===== src/rtl/fetch_queue_unit.sv =====
// fetch_queue_unit: PC generation plus a small {pc, instr} FIFO feeding decode.
// Instruction memory answers combinationally for imem_pc. The FIFO head is
// held in output registers, so decode never sees a combinational path from
// imem_instr.
// Optional macro FETCH_PERF_CNT_EN adds the perf_fetched, perf_stall_full and
// perf_flushes counters.
module fetch_queue_unit #(
  parameter logic [31:0] RESET_PC   = 32'h0000_0000,
  parameter int          FIFO_DEPTH = 4
) (
  input  logic                          clk,
  input  logic                          reset,
  input  logic                          fetch_en,
  input  logic                          redirect_valid,
  input  logic [31:0]                   redirect_pc,
  output logic [31:0]                   imem_pc,
  input  logic [31:0]                   imem_instr,
  output logic                          dec_valid,
  input  logic                          dec_ready,
  output logic [31:0]                   dec_pc,
  output logic [31:0]                   dec_instr,
  output logic [$clog2(FIFO_DEPTH):0]   fifo_count
`ifdef FETCH_PERF_CNT_EN
  ,
  output logic [31:0]                   perf_fetched,
  output logic [31:0]                   perf_stall_full,
  output logic [31:0]                   perf_flushes
`endif
);

  localparam int              AW   = $clog2(FIFO_DEPTH);
  localparam int              CW   = AW + 1;
  localparam logic [CW-1:0]   FULL = CW'(FIFO_DEPTH);
  localparam logic [31:0]     NOP  = 32'h0000_0013;

  logic [31:0]   pc_q;
  logic [AW-1:0] head_q, tail_q;
  logic [CW-1:0] count_q;
  logic [31:0]   dec_pc_q, dec_instr_q;
  logic [31:0]   pc_mem    [FIFO_DEPTH];
  logic [31:0]   instr_mem [FIFO_DEPTH];

  logic          pop, enq;
  logic [AW-1:0] head_pop;
  logic [CW-1:0] count_pop;
  logic [31:0]   nxt_pc, nxt_instr;

  // Handshake decode: pop needs a valid head; enqueue may reuse the slot a pop frees.
  always_comb begin
    pop       = (count_q != '0) && dec_ready;
    enq       = fetch_en && !redirect_valid && ((count_q != FULL) || pop);
    head_pop  = head_q + AW'(pop);
    count_pop = count_q - CW'(pop);
  end

  // Head value for next cycle: oldest surviving entry, else the entry being
  // written into an empty queue, else hold dec_pc and show NOP.
  always_comb begin
    nxt_pc    = dec_pc_q;
    nxt_instr = NOP;
    if (!redirect_valid) begin
      if (count_pop != '0) begin
        nxt_pc    = pc_mem[head_pop];
        nxt_instr = instr_mem[head_pop];
      end else if (enq) begin
        nxt_pc    = pc_q;
        nxt_instr = imem_instr;
      end
    end
  end

  // Entry storage; contents of empty slots are don't-care, so no reset.
  always_ff @(posedge clk) begin
    if (!reset && enq) begin
      pc_mem[tail_q]    <= pc_q;
      instr_mem[tail_q] <= imem_instr;
    end
  end

  // PC, pointers, occupancy and registered head view.
  always_ff @(posedge clk) begin
    if (reset) begin
      pc_q        <= RESET_PC;
      head_q      <= '0;
      tail_q      <= '0;
      count_q     <= '0;
      dec_pc_q    <= '0;
      dec_instr_q <= NOP;
    end else begin
      dec_pc_q    <= nxt_pc;
      dec_instr_q <= nxt_instr;
      if (redirect_valid) begin
        pc_q    <= {redirect_pc[31:2], 2'b00};
        head_q  <= '0;
        tail_q  <= '0;
        count_q <= '0;
      end else begin
        head_q  <= head_pop;
        count_q <= count_pop + CW'(enq);
        if (enq) begin
          tail_q <= tail_q + AW'(1);
          pc_q   <= pc_q + 32'd4;
        end
      end
    end
  end

  assign imem_pc    = pc_q;
  assign dec_valid  = (count_q != '0);
  assign dec_pc     = dec_pc_q;
  assign dec_instr  = dec_instr_q;
  assign fifo_count = count_q;

`ifdef FETCH_PERF_CNT_EN
  logic [31:0] fetched_q, stall_q, flush_q;

  // Event counters; free-running and wrapping at 2^32.
  always_ff @(posedge clk) begin
    if (reset) begin
      fetched_q <= '0;
      stall_q   <= '0;
      flush_q   <= '0;
    end else begin
      if (enq) fetched_q <= fetched_q + 32'd1;
      if (fetch_en && !redirect_valid && (count_q == FULL) && !pop)
        stall_q <= stall_q + 32'd1;
      if (redirect_valid) flush_q <= flush_q + 32'd1;
    end
  end

  assign perf_fetched    = fetched_q;
  assign perf_stall_full = stall_q;
  assign perf_flushes    = flush_q;
`endif

endmodule


===== config.mk =====
export PLATFORM = sky130hd
export DESIGN_NAME = fetch_queue_unit
export DESIGN_NICKNAME = d
export VERILOG_FILES = /design/src/rtl/fetch_queue_unit.sv
export SDC_FILE = /design/constraint.sdc
export NUM_CORES = 1
export LEC_CHECK = 0
export ABC_AREA = 1
export ABC_CLOCK_PERIOD_IN_PS = 10050
export BUFFER_PORTS_ARGS = -buffer_cell sky130_fd_sc_hd__buf_4
export CORE_ASPECT_RATIO = 0.7
export CORE_MARGIN = 3
export CORE_UTILIZATION = 63
export CTS_CLUSTER_SIZE = 14
export DETAILED_ROUTE_END_ITERATION = 12
export PLACE_DENSITY = 0.88
export SLEW_MARGIN = 5
export SYNTH_ARGS = -nofsm -noshare
export SYNTH_HDL_FRONTEND = slang
export SYNTH_SLANG_ARGS = --single-unit
export TNS_END_PERCENT = 20

===== constraint.sdc =====
create_clock -name clk -period 10.05 [get_ports clk]
set_input_delay 1.5075 -clock clk [delete_from_list [all_inputs] [get_ports clk]]
set_output_delay 1.5075 -clock clk [all_outputs]
set_load 0.05 [all_outputs]

==> results of run 1 <==
==> logic make-up after synthesis <==
group                    Yosys count  share of synthesized area
AND/OR/NAND/NOR                  653                      0.181
flip-flops                       347                      0.650
AO/OA/AOI/OAI                    281                     0.0978
adder cells (fa/ha/maj)           10                    0.00863
other                              1                   0.000259
buffers and inverters            203                     0.0551
XOR/XNOR                          12                    0.00725
==> how the worst min path moves through the flow <==
stage               startpoint    endpoint  cells past startpoint
floorplan            tail_q[0]   tail_q[0]                      2
global route        dec_pc[26]  dec_pc[26]                      2
detailed placement   dec_pc[7]   dec_pc[7]                      2
finish               dec_pc[7]   dec_pc[7]                      2
CTS                  dec_pc[7]   dec_pc[7]                      2
global placement     tail_q[0]   tail_q[0]                      2
==> state kept, by name, indices dropped and copies added (netlist names) <==
| name | flops |
|---|---|
| fifo_count | 3 |
| instr_mem | 128 |
| dec_pc | 30 |
| imem_pc | 30 |
| pc_mem | 120 |
| dec_instr | 32 |
| head_q | 2 |
| tail_q | 2 |
==> worst max-delay path, stage by stage <==
cell and delay, ns:
buf_4 0.08, a21boi_0 0.46, ha_1 0.25, ha_1 0.23, nand2_1 0.07, inv_1 0.05, nand2_2 0.06, buf_4 0.71
nand2_1 0.55, nand2_1 0.24, clkinv_1 0.55, nor2_1 0.30, nor2_1 0.08
==> power groups by stage <==
stage | clock, W | combinational [W] | sequential, W
floorplan | 0 | 0.000225 | 0.00177
global placement | 0 | 0.000503 | 0.00165
detailed placement | 0 | 0.000517 | 0.00165
CTS | 0.00121 | 0.000524 | 0.00162
global route | 0.00126 | 0.000569 | 0.00163
finish | 0.00121 | 0.000529 | 0.00163
==> layer usage <==
metal	vias to the layer above	track usage	routed length, microns
met4	0	0.0974	933
met5	-	0	0
met2	766	0.471	17700
li1	5312	-	-
met1	5392	0.422	14700
met3	96	0.0649	4820
==> cells in the final DEF, fill, tap and decap left out, drive strengths merged <==
cell | netlist | layout
o21ai | 174 | 174
a21oi | 102 | 102
nor3 | 1 | 1
nand3 | 116 | 116
a21boi | 1 | 1
edfxtp | 248 | 248
a31oi | 1 | 1
clkbuf | 53 | 48
buf | 30 | 177
o211ai | 1 | 1
a22oi | 2 | 2
dfxtp | 99 | 99
conb | 1 | 4
xnor2 | 2 | 2
nand4 | 4 | 4
nand2 | 387 | 387
clkinv | 5 | 12
nand3b | 1 | 1
inv | 115 | 117
xor2 | 10 | 10
nor2 | 144 | 144
ha | 10 | 10
bufinv | 0 | 1
==> metrics by stage <==
stage	area, sq um	cells	total power (W)
6_report	17000	1967	0.00336
5_1_grt	17000	1967	0.00346
4_1_cts	17000	1967	0.00336
3_5_place_dp	16000	1909	0.00217
3_3_place_gp	16000	1909	0.00215
2_1_floorplan	14500	1510	0.00200
==> layout make-up <==
type	count	area, sq um
Sequential cell	347	9430
Tap cell	305	382
Clock inverter	10	82.6
Multi-Input combinational cell	960	4360
Clock buffer	48	945
Inverter	120	450
Fill cell	1380	5150
Timing Repair Buffer	177	1330
==> run summary, run 1 <==
Drt total wl -> 38100 microns
Final setup fails -> 0
Hold Crit Class -> reg -> reg
CTS tree -> done
Status -> complete, no violations
Internal power contribution -> 0.00241 W
Ratio of total power to cell area -> 198 nW/um^2
Remaining antenna violation count -> 0
Initial Util -> 0.655
Actual transition at the worst max-transition pin -> 1.05 ns
Sequential power share -> 0.483
Switching power share of the total -> 0.283
Syn Std Cell Area -> 14500 sq um
Logic gate share of total power -> 0.157
Max-cap violations -> 0
EDFF count, synth -> 248
Worst R2R Path Depth -> 13
Die footprint -> 24900 sq um
Number of optimization iterations in the first detailed-route pass -> 6
Setup Slack @ Placement -> 4.87 ns
Hold_buf cts -> 0
Proportion of register bits with asynchronous set or reset after synthesis -> 0
Final critical delay including setup and external delays -> 4.80 ns
Clock sink count -> 347
Maximum net fanout on the critical path -> 81
Setup Skew -> 0.0218 ns
Final HPWL DP -> 22100 microns
Final Hold Violating Endpoints -> 0
Synthesis-to-finish area growth -> 17.1%
Slew HR -> 0.299
X dimension of the die -> 187 microns
Yosys reg bits -> 347
Tightest hold margin -> 0.523 ns
Global Route Usage Sum -> 0.299
H-tree depth -> 2
Final core utilization -> 0.767
Count leader, synth -> nand2_1
Destination of the worst register-to-register timing path -> dec_pc[8]
Warnings, synthesis -> 0
Total negative slack for setup checks -> 0 ns
Clock power share -> 0.359
Required arrival time at the worst endpoint -> 10.45 ns
Average via count per standard cell -> 5.88
Wire length of the first global-routing pass -> 59100 microns
Type of origin of the critical path -> input port
Fraction of final layout cells with drive strength greater than 1 -> 0.140
Reg2reg setup slack -> 5.82 ns
Arrival time worst endpoint -> 5.20 ns
Port bufs -> 162
Primary flip-flop cell chosen by synthesis mapping -> edfxtp_1
Share of the yosys chip area belonging to registers -> 0.650
Height of the chip -> 133 microns
Vias in the first global route -> 11100
Overall via count from detail_route -> 11600
Final worst-path setup slack -> 5.25 ns
Top cell types by occurrence after synthesis -> nand2_1 (385), edfxtp_1 (248), o21ai_0 (163)
Clock transition at the registers of the reported paths -> 0.06 ns
Total global routing overflow -> 0
CTS buffer count -> 34
Endpoint kind of the worst setup timing path -> register
Unrepaired setup endpoints after global routing -> false
Cell count after synthesis -> 1507
Maximum VDD drop -> 0.147 mV
I/O pin total -> 169
Root buffer cell -> clkbuf_16
Period utilisation layout -> 0.477
Highest clock rate -> 0.208 GHz
Worst Setup SP -> dec_ready
Resized Gates After CTS -> 0
Iter 0 DRT Violations -> 1527
Number of max-slew violations in the final report -> 0
Number of different library cells in the post-synthesis netlist -> 28
Cell type with the highest aggregate area in the netlist -> edfxtp_1
Area share of the largest cell type after synthesis -> 0.514
Destination of the critical timing path -> dec_pc[8]
DRC viols -> 0
Avg Synthesized Cell Area -> 9.62 sq um
Standard-cell rows -> 45
Synth area leaders -> edfxtp_1 (51%), dfxtp_1 (14%), nand2_1 (10%), o21ai_0 (5.6%), nand3_1 (4.0%)
Inserted Diodes -> 0
Core outline area -> 22100 sq um
Number of nets in the layout -> 1719
Wire length per cell after detailed routing -> 19.4 microns
WS Path Type -> in -> reg
Routability congestion estimate from global placement -> 0.948
Leakage power -> 6.58 nW
Antenna violations before repair -> 0
Sw power -> 0.000951 W
Launch point of the worst reg-to-reg path -> fifo_count[2]
Post-CTS Setup Repair Bufs -> 0
Largest net degree at the start of global routing -> 99
Clock Tree Buf Depth -> 3
Skew-Pair Late Insertion Delay -> 0.52 ns
(Power assumes the default switching activity.)
==> inputs of run 2 (changes only) <==
--- a/config.mk
+++ b/config.mk
@@ -6,14 +6,14 @@
 export NUM_CORES = 1
 export LEC_CHECK = 0
 export ABC_AREA = 1
-export ABC_CLOCK_PERIOD_IN_PS = 10050
+export ABC_CLOCK_PERIOD_IN_PS = 4800
 export BUFFER_PORTS_ARGS = -buffer_cell sky130_fd_sc_hd__buf_4
 export CORE_ASPECT_RATIO = 0.7
 export CORE_MARGIN = 3
-export CORE_UTILIZATION = 63
+export CORE_UTILIZATION = 58
 export CTS_CLUSTER_SIZE = 14
 export DETAILED_ROUTE_END_ITERATION = 12
-export PLACE_DENSITY = 0.88
+export PLACE_DENSITY = 0.82
 export SLEW_MARGIN = 5
 export SYNTH_ARGS = -nofsm -noshare
 export SYNTH_HDL_FRONTEND = slang
==> constraint.sdc (replaced) <==
create_clock -name clk -period 4.8 [get_ports clk]
set_input_delay 0.72 -clock clk [delete_from_list [all_inputs] [get_ports clk]]
set_output_delay 0.72 -clock clk [all_outputs]
set_load 0.05 [all_outputs]
==> run 2 against run 1 <==
Effect of this change:
- final area is 1.3% higher
- sequential power is 110% higher
- first-iteration DRC count down 35%
- clock power grew 120%
- critical endpoint is now dec_pc[15]
- combinational power grew 110%
- global-route usage down 3.0 points
- die area increased by 8.3%
- sequential share of layout area fell by 0.72 points
- register-to-register slack got worse by 4.3 ns
- wire length is 2.6% lower
- non-clock buffer count rose by 8
==> run summary, run 2 (synthesized netlist as in run 1, its figures left out) <==
Status -> complete, no violations
Wire length on met3 -> 3490 microns
Ratio of total power to cell area -> 420 nW/um^2
Hold Crit Class -> in -> reg
Total global routing overflow -> 0
Type of origin of the critical path -> register
Antenna violations before repair -> 1
CTS tree -> done
Routability congestion estimate from global placement -> 0.964
Cell count after placement -> 1930
Core outline area -> 24100 sq um
Standard-cell rows -> 47
Skew-Pair Late Insertion Delay -> 0.51 ns
Endpoint kind of the worst setup timing path -> register
Maximum single-stage delay on the critical path -> 0.53 ns
Actual transition at the worst max-transition pin -> 1.19 ns
Design Power -> 0.00722 W
DRC viols -> 0
Clock sink count -> 347
Clock Tree Buf Depth -> 3
Final HPWL DP -> 22500 microns
H-tree depth -> 2
Post-route non-filler standard cell count -> 1991
Clock transition at the registers of the reported paths -> 0.06 ns
Register bank with the most flops -> instr_mem
WS Path Type -> reg -> reg
Worst hold stages -> 1
Number of nets in the layout -> 1727
Iter 0 DRT Violations -> 996
Arrival time worst endpoint -> 3.68 ns
Port bufs -> 162
Sum of met2 wire segment lengths after detailed routing -> 16900 microns
Hold_buf cts -> 0
Total negative slack for setup checks -> 0 ns
Crit-path cells -> inv_1 > a21boi_0 > ha_1 > ha_1 > nand2_1 > inv_1 > nand2_2 > nand2_1 > nand2_1 > clkinv_1 > nor2_1 > nor2_1
Number of optimization iterations in the first detailed-route pass -> 5
Wire length on met1 -> 15700 microns
Leading cell type in the layout, fill and taps excluded -> nand2_1
Resized Gates After CTS -> 0
Highest clock rate -> 0.304 GHz
I/O pin total -> 169
Inserted Diodes -> 0
Number of flip-flops in the largest register -> 128
Wire length of the first global-routing pass -> 58300 microns
Vias in the first global route -> 10900
Largest net degree at the start of global routing -> 65
Slowest cell on the critical path -> clkinv_1
Post-CTS Setup Repair Bufs -> 0
Overall via count from detail_route -> 11400
Commonest non-fill, non-tap cells in the layout -> nand2_1 (385), edfxtp_1 (248), buf_4 (181)
Height of the chip -> 138 microns
Most frequent CP cell -> nand2_1
Slew HR -> 0.204
Wire length per cell after detailed routing -> 18.6 microns
Max-cap violations -> 0
Final Hold Violating Endpoints -> 0
Tightest hold margin -> 0.427 ns
Maximum net fanout on the critical path -> 17
Synthesis-to-finish area growth -> 18.6%
Highest signal layer in the routed design -> met5
Initial Util -> 0.601
Die footprint -> 27000 sq um
Final critical delay including setup and external delays -> 3.29 ns
Final setup fails -> 0
Period utilisation layout -> 0.686
Root buffer cell -> clkbuf_16
CTS buffer count -> 34
Remaining antenna violation count -> 0
X dimension of the die -> 195 microns
Leakage power -> 6.69 nW
Number of max-slew violations in the final report -> 0
Required arrival time at the worst endpoint -> 5.19 ns
Fraction of final layout cells with drive strength greater than 1 -> 0.147
Setup Skew -> 0.0176 ns
Drt total wl -> 37100 microns
Global Route Usage Sum -> 0.269
Unrepaired setup endpoints after global routing -> false
Maximum VDD drop -> 0.267 mV
Worst R2R Path Depth -> 12
Average via count per standard cell -> 5.70
Filler instances -> 1718
## run 2: cell count changes in the layout (fill, tap and decap cells not counted), sizes merged
cell,delta
inv,-2
clkinvlp,+1
clkbuf,+2
bufinv,+2
buf,+8
## run 2: worst max-delay path, delay by kind of cell, from the launching register on
| family | cells | cell delay, ns |
|---|---|---|
| AND/OR/NAND/NOR | 6 | 1.07 |
| buffers and inverters | 3 | 0.67 |
| AO/OA/AOI/OAI | 1 | 0.52 |
| adder cells (fa/ha/maj) | 2 | 0.50 |
| flip-flops | 1 | 0.40 |
## run 2: worst paths after layout
check / start / to / slack, ns
max: fifo_count[2] / dec_pc[15] / 1.51
min: imem_instr[29] / instr_mem[3][29] / 0.43
max reg2reg: fifo_count[2] / dec_pc[15] / 1.51
min reg2reg: dec_pc[5] / dec_pc[5] / 0.52
## run 2: area by class of cell
type                    count  area (sq um)  area share
flip-flops and latches    347          9430       0.548
multi-input cells         960          4350       0.253
repair buffers            185          1440      0.0836
clock buffers              50          1000      0.0584
inverters                 120           450      0.0262
well taps                 318           398      0.0231
clock inverters            11           131     0.00764
## run 2: per-layer routing
layer  track usage  vias to the layer above
met5             0                        -
met1         0.391                     5386
met4        0.0810                        2
met2         0.419                      554
li1              -                     5322
met3        0.0511                       86
## run 2: stage by stage
| step | utilization | area [sq um] | setup WS, ns |
|---|---|---|---|
| 5_1_grt | 0.713 | 17200 | 1.24 |
| 4_1_cts | 0.713 | 17200 | 1.53 |
| 3_3_place_gp | 0.666 | 16100 | 1.36 |
| 6_report | 0.713 | 17200 | 1.51 |
| 2_1_floorplan | - | 14500 | 0.160 |
| 3_5_place_dp | 0.666 | 16100 | 1.23 |
## run 2: where the power goes
group          switching [W]  internal [W]
logic               0.000798      0.000311
registers          0.0000851       0.00331
clock network        0.00109       0.00162
total                0.00198       0.00524
==> inputs of run 3 (changes only) <==
--- a/config.mk
+++ b/config.mk
@@ -6,14 +6,14 @@
 export NUM_CORES = 1
 export LEC_CHECK = 0
 export ABC_AREA = 1
-export ABC_CLOCK_PERIOD_IN_PS = 4800
+export ABC_CLOCK_PERIOD_IN_PS = 2800
 export BUFFER_PORTS_ARGS = -buffer_cell sky130_fd_sc_hd__buf_4
 export CORE_ASPECT_RATIO = 0.7
 export CORE_MARGIN = 3
-export CORE_UTILIZATION = 58
+export CORE_UTILIZATION = 53
 export CTS_CLUSTER_SIZE = 14
 export DETAILED_ROUTE_END_ITERATION = 12
-export PLACE_DENSITY = 0.82
+export PLACE_DENSITY = 0.79
 export SLEW_MARGIN = 5
 export SYNTH_ARGS = -nofsm -noshare
 export SYNTH_HDL_FRONTEND = slang
==> constraint.sdc (replaced) <==
create_clock -name clk -period 2.8 [get_ports clk]
set_input_delay 0.42 -clock clk [delete_from_list [all_inputs] [get_ports clk]]
set_output_delay 0.42 -clock clk [all_outputs]
set_load 0.05 [all_outputs]
==> run 3 against run 2 <==
Effect of this change:
- register-to-register slack worse by 1.2 ns
- fmax is 32% higher
- via count is 0.23% lower
- largest power group unchanged
- utilization is 5.4 points lower
- critical endpoint is now dec_instr[27]
- first-iteration DRC count is 9.6% higher
- sequential share of layout area is 0.43 points lower
- sequential power is 71% higher
- highest routed layer is now met4
- clock power is 59% higher
- final area is 0.79% higher
- wire length is 1.6% higher
- clock skew is 0.016 ns higher
- critical path depth is 1 lower
==> run summary, run 3 (synthesized netlist as in run 1, its figures left out) <==
Status -> complete, no violations
Core outline area -> 26300 sq um
Actual transition at the worst max-transition pin -> 0.695 ns
Clock sink count -> 347
H-tree depth -> 2
Total placed instance area -> 16300 sq um
Hold_buf cts -> 0
Reg2reg setup slack -> 0.31 ns
Clock Tree Buf Depth -> 3
Final HPWL DP -> 23300 microns
Maximum net fanout on the critical path -> 32
Skew-Pair Late Insertion Delay -> 0.53 ns
Required arrival time at the worst endpoint -> 3.23 ns
Clock power share -> 0.356
Highest clock rate -> 0.402 GHz
Clock transition at the registers of the reported paths -> 0.06 ns
Switching power share of the total -> 0.283
Initial Util -> 0.551
Wire length of the first global-routing pass -> 58000 microns
Leading cell type in the layout, fill and taps excluded -> nand2_1
Sw power -> 0.00341 W
Final Hold Violating Endpoints -> 0
Final setup fails -> 0
Unrepaired setup endpoints after global routing -> false
Inserted Diodes -> 0
DRC viols -> 0
Drt total wl -> 37700 microns
CTS buffer count -> 35
Type of origin of the critical path -> register
Standard-cell rows -> 49
Wire length per cell after detailed routing -> 18.4 microns
Fraction of final layout cells with drive strength greater than 1 -> 0.152
X dimension of the die -> 204 microns
Number of nets in the layout -> 1740
Filler instances -> 2054
Iter 0 DRT Violations -> 1092
Antenna violations before repair -> 0
Leakage power -> 6.74 nW
Number of optimization iterations in the first detailed-route pass -> 5
Setup Skew -> 0.0336 ns
CTS tree -> done
Ratio of total power to cell area -> 696 nW/um^2
Final critical delay including setup and external delays -> 2.49 ns
Synthesis-to-finish area growth -> 19.6%
I/O pin total -> 169
Root buffer cell -> clkbuf_16
Hold Crit Class -> in -> reg
Total negative slack for setup checks -> 0 ns
Register bank with the most flops -> instr_mem
Largest net degree at the start of global routing -> 101
Max-cap violations -> 0
Remaining antenna violation count -> 0
Endpoint kind of the worst setup timing path -> register
Number of flip-flops in the largest register -> 128
Sequential power share -> 0.483
Number of max-slew violations in the final report -> 0
Global Route Usage Sum -> 0.254
Arrival time worst endpoint -> 2.92 ns
Commonest non-fill, non-tap cells in the layout -> nand2_1 (385), edfxtp_1 (248), buf_4 (186)
Vias in the first global route -> 10600
Port bufs -> 162
Height of the chip -> 144 microns
Final standard cell area without fillers -> 17300 sq um
Average via count per standard cell -> 5.54
Routability congestion estimate from global placement -> 0.932
Total global routing overflow -> 0
Period utilisation layout -> 0.888
Logic gate share of total power -> 0.161
Die footprint -> 29400 sq um
Slew HR -> 0.535
WS Path Type -> reg -> reg
Maximum VDD drop -> 0.511 mV
Overall via count from detail_route -> 11300
Internal power contribution -> 0.00866 W
==> run 3: cell type report <==
class / count / area (sq um) / area share
sequential: 347 / 9430 / 0.544
clock inverter: 16 / 87.6 / 0.00505
clock buffer: 48 / 955 / 0.0551
inverter: 120 / 454 / 0.0262
timing repair buffer: 197 / 1620 / 0.0932
multi-input combinational: 960 / 4350 / 0.251
tap: 357 / 447 / 0.0258
==> run 3: through the flow <==
stage,utilization,instances,total power [W],worst slack (ns),hold slack (ns)
floorplan,-,1510,0.00716,-0.687,0.480
global placement,0.619,1981,0.00782,0.271,0.494
detailed placement,0.619,1981,0.00786,0.120,0.501
CTS,0.659,2045,0.0121,0.157,0.0796
global route,0.659,2045,0.0125,0.0884,0.0893
finish,0.659,2045,0.0121,0.314,0.101
==> run 3: routing by layer <==
layer	GRT usage	wire [microns]
met5	0	0
met2	0.386	17000
met4	0.0832	764
met3	0.0580	3750
met1	0.366	16200
==> run 3: power groups by stage <==
stage / sequential [W] / combinational [W] / clock (W)
3_5_place_dp: 0.00593 / 0.00193 / 0
6_report: 0.00583 / 0.00195 / 0.00430
3_3_place_gp: 0.00593 / 0.00190 / 0
5_1_grt: 0.00585 / 0.00211 / 0.00459
4_1_cts: 0.00583 / 0.00194 / 0.00436
2_1_floorplan: 0.00635 / 0.000808 / 0
==> run 3: path summary, 6_finish.rpt <==
kind | from | endpoint | cells past startpoint
setup reg to reg | fifo_count[1] | dec_instr[27] | 11
hold reg to reg | tail_q[0] | tail_q[0] | 2
hold / removal | imem_instr[16] | instr_mem[0][16] | 1
setup / recovery | fifo_count[1] | dec_instr[27] | 11
==> run 3: repair_timing <==
action,4_1_cts,5_1_grt
buffers inserted,0,0
setup endpoints to repair,0,9
resized for setup,0,1
==> run 3: critical path: stages, from the launching register on <==
cell      delay (ns)
dfxtp_1         0.33
nor2_1          0.19
a21boi_0        0.17
ha_1            0.22
ha_1            0.18
xnor2_1         0.27
nand2_2         0.14
buf_4           0.24
inv_1           0.12
buf_12          0.21
nand3_1         0.11
a21oi_1         0.19
